## src/rtl/dm_pkg.sv

```systemverilog
// rtl/dm_pkg.sv - shared widths, starvation limit and FSM encoding for the data-memory arbiter
package dm_pkg;

  localparam int ADDR_W     = 10;
  localparam int DATA_W     = 32;
  localparam int STARVE_MAX = 4;

  typedef enum logic [1:0] {
    IDLE  = 2'd0,
    RD_EX = 2'd1,
    RD_LD = 2'd2
  } state_t;

endpackage

```

## src/rtl/dm_arbiter_if.sv

```systemverilog
// rtl/dm_arbiter_if.sv - EX, loader and memory signal bundle around the data-memory arbiter
interface dm_arbiter_if;
  import dm_pkg::*;

  logic              ex_req;
  logic              ex_we;
  logic [ADDR_W-1:0] ex_addr;
  logic [DATA_W-1:0] ex_wdata;
  logic              ex_stall;
  logic              ex_rvalid;
  logic [DATA_W-1:0] ex_rdata;

  logic              ld_req;
  logic              ld_we;
  logic [ADDR_W-1:0] ld_addr;
  logic [DATA_W-1:0] ld_wdata;
  logic              ld_gnt;
  logic              ld_rvalid;
  logic [DATA_W-1:0] ld_rdata;

  logic [ADDR_W-1:0] mem_addr;
  logic [DATA_W-1:0] mem_data;
  logic              mem_we;
  logic [DATA_W-1:0] mem_q;

  modport slave (
    input  ex_req, ex_we, ex_addr, ex_wdata,
    output ex_stall, ex_rvalid, ex_rdata,
    input  ld_req, ld_we, ld_addr, ld_wdata,
    output ld_gnt, ld_rvalid, ld_rdata,
    output mem_addr, mem_data, mem_we,
    input  mem_q
  );

  modport master (
    output ex_req, ex_we, ex_addr, ex_wdata,
    input  ex_stall, ex_rvalid, ex_rdata,
    output ld_req, ld_we, ld_addr, ld_wdata,
    input  ld_gnt, ld_rvalid, ld_rdata,
    input  mem_addr, mem_data, mem_we,
    output mem_q
  );

endinterface

```

## src/rtl/dm_starve_counter.sv

```systemverilog
// rtl/dm_starve_counter.sv - saturating count of cycles the loader has waited without a grant
module dm_starve_counter #(
  parameter int MAX = 4
) (
  input  logic CLK,
  input  logic RST_N,
  input  logic i_inc,
  input  logic i_clr,
  output logic o_starved
);

  localparam int CNT_W = $clog2(MAX + 1);

  logic [CNT_W-1:0] r_cnt;

  always_ff @(posedge CLK) begin
    if (!RST_N) begin
      r_cnt <= '0;
    end else if (i_clr) begin
      r_cnt <= '0;
    end else if (i_inc && (r_cnt < CNT_W'(MAX))) begin
      r_cnt <= r_cnt + CNT_W'(1);
    end
  end

  assign o_starved = (r_cnt >= CNT_W'(MAX));

endmodule

```

## src/rtl/dm_arbiter.sv

```systemverilog
// rtl/dm_arbiter.sv - shares the registered-read data memory between EX and the loader
module dm_arbiter
  import dm_pkg::*;
(
  input logic        CLK,
  input logic        RST_N,
  dm_arbiter_if.slave bus
);

  state_t r_state;
  state_t w_next;
  logic   w_ex_win;
  logic   w_ld_win;
  logic   w_starved;

  dm_starve_counter #(.MAX(STARVE_MAX)) u_starve (
    .CLK       (CLK),
    .RST_N     (RST_N),
    .i_inc     (bus.ld_req & ~w_ld_win),
    .i_clr     (w_ld_win),
    .o_starved (w_starved)
  );

  always_ff @(posedge CLK) begin
    if (!RST_N) begin
      r_state <= IDLE;
    end else begin
      r_state <= w_next;
    end
  end

  // Everything is gated by RST_N so a read caught by reset never reports valid data.
  always_comb begin
    w_next        = IDLE;
    w_ex_win      = 1'b0;
    w_ld_win      = 1'b0;
    bus.mem_addr  = '0;
    bus.mem_data  = '0;
    bus.mem_we    = 1'b0;
    bus.ld_gnt    = 1'b0;
    bus.ex_rvalid = 1'b0;
    bus.ex_rdata  = '0;
    bus.ld_rvalid = 1'b0;
    bus.ld_rdata  = '0;

    case (r_state)
      IDLE: begin
        if (RST_N) begin
          if (bus.ex_req && (!bus.ld_req || !w_starved)) begin
            w_ex_win = 1'b1;
          end else if (bus.ld_req) begin
            w_ld_win = 1'b1;
          end
        end
      end
      RD_EX: begin
        if (RST_N) begin
          bus.ex_rvalid = 1'b1;
          bus.ex_rdata  = bus.mem_q;
        end
      end
      RD_LD: begin
        if (RST_N) begin
          bus.ld_rvalid = 1'b1;
          bus.ld_rdata  = bus.mem_q;
        end
      end
      default: ;
    endcase

    if (w_ex_win) begin
      bus.mem_addr = bus.ex_addr;
      bus.mem_data = bus.ex_wdata;
      bus.mem_we   = bus.ex_we;
      if (!bus.ex_we) w_next = RD_EX;
    end
    if (w_ld_win) begin
      bus.mem_addr = bus.ld_addr;
      bus.mem_data = bus.ld_wdata;
      bus.mem_we   = bus.ld_we;
      bus.ld_gnt   = 1'b1;
      if (!bus.ld_we) w_next = RD_LD;
    end

    bus.ex_stall = bus.ex_req & ~(w_ex_win & bus.ex_we) & ~bus.ex_rvalid;
  end

endmodule
```

## src/flat_wrapper.sv

```systemverilog
// flat-port wrapper written by rule: the top's interface ports become plain ports
module dm_arbiter_flat import dm_pkg::*;
  (CLK, RST_N, bus_ex_req, bus_ex_we, bus_ex_addr, bus_ex_wdata, bus_ex_stall, bus_ex_rvalid, bus_ex_rdata, bus_ld_req, bus_ld_we, bus_ld_addr, bus_ld_wdata, bus_ld_gnt, bus_ld_rvalid, bus_ld_rdata, bus_mem_addr, bus_mem_data, bus_mem_we, bus_mem_q);
  dm_arbiter_if bus_i ();
  input logic CLK;
  input logic RST_N;
  input wire logic [$bits(bus_i.ex_req)-1:0] bus_ex_req;
  input wire logic [$bits(bus_i.ex_we)-1:0] bus_ex_we;
  input wire logic [$bits(bus_i.ex_addr)-1:0] bus_ex_addr;
  input wire logic [$bits(bus_i.ex_wdata)-1:0] bus_ex_wdata;
  output wire logic [$bits(bus_i.ex_stall)-1:0] bus_ex_stall;
  output wire logic [$bits(bus_i.ex_rvalid)-1:0] bus_ex_rvalid;
  output wire logic [$bits(bus_i.ex_rdata)-1:0] bus_ex_rdata;
  input wire logic [$bits(bus_i.ld_req)-1:0] bus_ld_req;
  input wire logic [$bits(bus_i.ld_we)-1:0] bus_ld_we;
  input wire logic [$bits(bus_i.ld_addr)-1:0] bus_ld_addr;
  input wire logic [$bits(bus_i.ld_wdata)-1:0] bus_ld_wdata;
  output wire logic [$bits(bus_i.ld_gnt)-1:0] bus_ld_gnt;
  output wire logic [$bits(bus_i.ld_rvalid)-1:0] bus_ld_rvalid;
  output wire logic [$bits(bus_i.ld_rdata)-1:0] bus_ld_rdata;
  output wire logic [$bits(bus_i.mem_addr)-1:0] bus_mem_addr;
  output wire logic [$bits(bus_i.mem_data)-1:0] bus_mem_data;
  output wire logic [$bits(bus_i.mem_we)-1:0] bus_mem_we;
  input wire logic [$bits(bus_i.mem_q)-1:0] bus_mem_q;
  assign bus_i.ex_req = bus_ex_req;
  assign bus_i.ex_we = bus_ex_we;
  assign bus_i.ex_addr = bus_ex_addr;
  assign bus_i.ex_wdata = bus_ex_wdata;
  assign bus_ex_stall = bus_i.ex_stall;
  assign bus_ex_rvalid = bus_i.ex_rvalid;
  assign bus_ex_rdata = bus_i.ex_rdata;
  assign bus_i.ld_req = bus_ld_req;
  assign bus_i.ld_we = bus_ld_we;
  assign bus_i.ld_addr = bus_ld_addr;
  assign bus_i.ld_wdata = bus_ld_wdata;
  assign bus_ld_gnt = bus_i.ld_gnt;
  assign bus_ld_rvalid = bus_i.ld_rvalid;
  assign bus_ld_rdata = bus_i.ld_rdata;
  assign bus_mem_addr = bus_i.mem_addr;
  assign bus_mem_data = bus_i.mem_data;
  assign bus_mem_we = bus_i.mem_we;
  assign bus_i.mem_q = bus_mem_q;
  dm_arbiter u_core (.CLK(CLK), .RST_N(RST_N), .bus(bus_i));
endmodule
```

## config.mk

```make
export PLATFORM = sky130hd
export DESIGN_NAME = dm_arbiter_flat
export DESIGN_NICKNAME = d
export VERILOG_FILES = /design/src/rtl/dm_pkg.sv /design/src/rtl/dm_arbiter_if.sv /design/src/rtl/dm_starve_counter.sv /design/src/rtl/dm_arbiter.sv /design/src/flat_wrapper.sv
export SDC_FILE = /design/constraint.sdc
export NUM_CORES = 1
export LEC_CHECK = 0
export ABC_AREA = 0
export ABC_CLOCK_PERIOD_IN_PS = 1400
export CAP_MARGIN = 5
export CORE_AREA = 2 2 91 93
export CTS_CLUSTER_DIAMETER = 100
export DETAILED_ROUTE_END_ITERATION = 7
export DIE_AREA = 0 0 93 95
export GPL_TIMING_DRIVEN = 1
export PLACE_DENSITY = 0.68
export SLEW_MARGIN = 10
export SYNTH_ARGS = -nofsm -noshare
export SYNTH_HDL_FRONTEND = slang
export SYNTH_SLANG_ARGS = --single-unit
```

## constraint.sdc

```tcl
create_clock -name CLK -period 1.4 [get_ports CLK]
set_clock_uncertainty 0.2 [all_clocks]
set_input_delay 0.21 -clock CLK [delete_from_list [all_inputs] [get_ports CLK]]
set_output_delay 0.21 -clock CLK [all_outputs]
set_load 0.02 [all_outputs]
```

==> flow_summary.json <==
{
  "p_per_area_mw_per_mm2": 332,
  "required_ns": 0.99,
  "synth_seq_area_share": 0.0862,
  "dp_slack_ns": -1.17,
  "core_area_mm2": 0.00793,
  "grt_use_total": 0.167,
  "maxCapViolCount": 0,
  "numCtsBuffers": 3,
  "vias": 2208,
  "drive_gt1_frac": 0.663,
  "synth_fa_ha_area_frac": 0.0108,
  "die_height_um": 95,
  "synth_cells": 149,
  "antenna_cells": 0,
  "slew_violations": 0,
  "synth-xor-area-share": 0.00754,
  "hold_violations": 0,
  "hold_buffers": 0,
  "yosys.cell_types.count": 22,
  "fin_crit_sh": 1.42,
  "postPlaceCellArea_mm2": 0.00405,
  "vdd_drop_max_mv": 0.218,
  "routed_wl_um": 8540,
  "fin_ws_ns": -0.594,
  "cts_buffer_depth": 2,
  "final.setup.tns_ns": -54.80,
  "hp-class": "in -> reg",
  "clk_pin_slew_ns": 0.04,
  "clk_latency_ns": 0.22,
  "syn_area_mm2": 0.00116,
  "rsz0062_at_grt": "yes",
  "path_max_fanout": 6,
  "slew_headroom": 0.839,
  "die_w_um": 93,
  "tightest_slew_ns": 0.241,
  "reg2reg_slack_ns": -0.13,
  "drtIter0Drc": 16,
  "finalSetupViolations": 115,
  "multi_input_area_mm2": 0.00148,
  "finalPower_w": 0.00162,
  "firstDrtPassIters": 4,
  "endpoint_kind": "output pin",
  "synth-seq-cells": 5,
  "fin_nets": 534,
  "routabilityCongestion": 0.760,
  "fin_area_mm2": 0.00488,
  "syn_to_final_growth_pct": 320,
  "numClockSinks": 5,
  "ios": 233,
  "row_count": 33,
  "power_leakage_nw": 2.27,
  "drc": 0,
  "yosys.area_share.simple": 0.435,
  "crit_arrival_ns": 1.58,
  "root_buffer": "clkbuf_8",
  "worst-setup-path-type": "reg -> out",
  "syn_area_per_cell_um2": 7.79,
  "status": "finished with violations",
  "violations": "setup timing",
  "grt_max_degree": 34,
  "grt_pass1_wl_um": 11600,
  "synth_top_family_by_area": "simple AND/OR/NAND/NOR gates",
  "final_antenna_net_count": 0,
  "antenna_found_initial": 0,
  "fin_util": 0.615,
  "crit_path_start_kind": "flop",
  "synth_compound_area_frac": 0.333,
  "nFillCells": 636,
  "grt_pass1_vias": 2279,
  "die-area_mm2": 0.00884,
  "cts_tree": "yes",
  "vias_per_cell": 4.29,
  "cts-htree-levels": 1,
  "gr-total-overflow": 0,
  "wl_per_cell_um": 16.6,
  "syn-num-nets": 272,
  "min_period_ns": 1.99,
  "ys_warn_count": 0,
  "muxShareOfSynthArea": 0.00862,
  "regArea_um2": 106,
  "initial_core_util": 0.146,
  "post-dp-hpwl_um": 5990,
  "port_buffers": 232,
  "max_freq_mhz": 501
}
## per-stage QoR
step                hold WS [ns]  instances
floorplan                 0.0816        149
global placement           0.328        481
detailed placement         0.345        481
CTS                        0.327        505
global route               0.380        515
finish                     0.361        515
## repair_timing
item,CTS,global route
buffers inserted,13,11
gates resized for setup,687,62
cloned,7,4
endpoints found under the setup margin,116,116
pin swaps,27,50
## synth_stat cells
| cell type | count | share of area |
|---|---|---|
| ha_1 | 1 | 0.011 |
| nor3b_1 | 3 | 0.019 |
| buf_2 | 2 | 0.0086 |
| nand2b_1 | 2 | 0.011 |
| nor3b_2 | 1 | 0.011 |
| mux2i_1 | 1 | 0.0086 |
| and3_4 | 1 | 0.0097 |
| and3_1 | 1 | 0.0054 |
| a22o_1 | 43 | 0.32 |
| buf_8 | 3 | 0.039 |
| dfxtp_1 | 5 | 0.086 |
| nor2b_1 | 2 | 0.011 |
| buf_4 | 2 | 0.013 |
| and2b_1 | 1 | 0.0065 |
| a21oi_1 | 2 | 0.0086 |
| nand2_1 | 2 | 0.0065 |
| xnor2_1 | 1 | 0.0075 |
| buf_6 | 4 | 0.039 |
| and2_1 | 64 | 0.34 |
| and3b_1 | 1 | 0.0075 |
| nor2_1 | 1 | 0.0032 |
| clkbuf_1 | 6 | 0.019 |
## where the power goes
group | internal, W | switching, W | leakage, nW
sequential | 0.000150 | 0.00000654 | 0.0425
combinational | 0.000756 | 0.000435 | 2.20
clock | 0.000196 | 0.0000766 | 0.0228
## layer usage
layer / up-vias / wire, µm / global-route usage
li1: 1059 / - / -
met1: 1008 / 2800 / 0.160
met2: 137 / 4750 / 0.344
met3: 4 / 942 / 0.0583
met4: 0 / 52 / 0.0282
met5: - / 0 / 0
## cell usage in the layout (no fill, tap or decap), types with 3 or more instances in the layout
cell type,synthesis,layout
a22o_1,43,5
a22o_4,0,38
and2_4,0,64
buf_12,0,8
buf_16,0,5
buf_4,2,5
buf_6,4,127
buf_8,3,4
clkbuf_16,0,3
clkbuf_8,0,3
clkdlybuf4s50_1,0,118
dlygate4sd2_1,0,3
nor3b_2,1,3
## kinds of logic after synthesis
| logic type | Yosys count |
|---|---|
| DFF | 5 |
| and+or+nand+nor | 79 |
| muxes | 1 |
| AOI/OAI and AO/OA | 45 |
| xor gates and xnor gates | 1 |
| buffers and inverters | 17 |
| adders and majority gates | 1 |
## layout make-up
class,instances,area share
repair buffers,274,0.639
multi-input cells,127,0.303
well taps,105,0.0269
flip-flops and latches,5,0.0218
clock buffers,4,0.00924
## flip-flops by register name, summed over array words and instances (netlist names)
name and count:
u_core.r_state 2, u_core.u_starve.r_cnt 3
## critical path, cell delays in order, from the launching register on
cell and delay (ns):
dfxtp_4 0.35, nor3b_4 0.22, and3_4 0.28, buf_12 0.13
buf_12 0.12, a22o_1 0.15, buf_6 0.12
## final timing paths
check | startpoint | end | depth (start not counted)
min reg2reg | u_core.u_starve.r_cnt[1]$_SDFFE_PP0P_ | u_core.u_starve.r_cnt[1]$_SDFFE_PP0P_ | 2
min | RST_N | u_core.u_starve.r_cnt[0]$_SDFFE_PP0P_ | 3
max | u_core.r_state[1]$_SDFF_PN0_ | bus_mem_addr[9] | 6
max reg2reg | u_core.r_state[1]$_SDFF_PN0_ | u_core.u_starve.r_cnt[2]$_SDFFE_PP0P_ | 5
(Power assumes the default switching activity.)
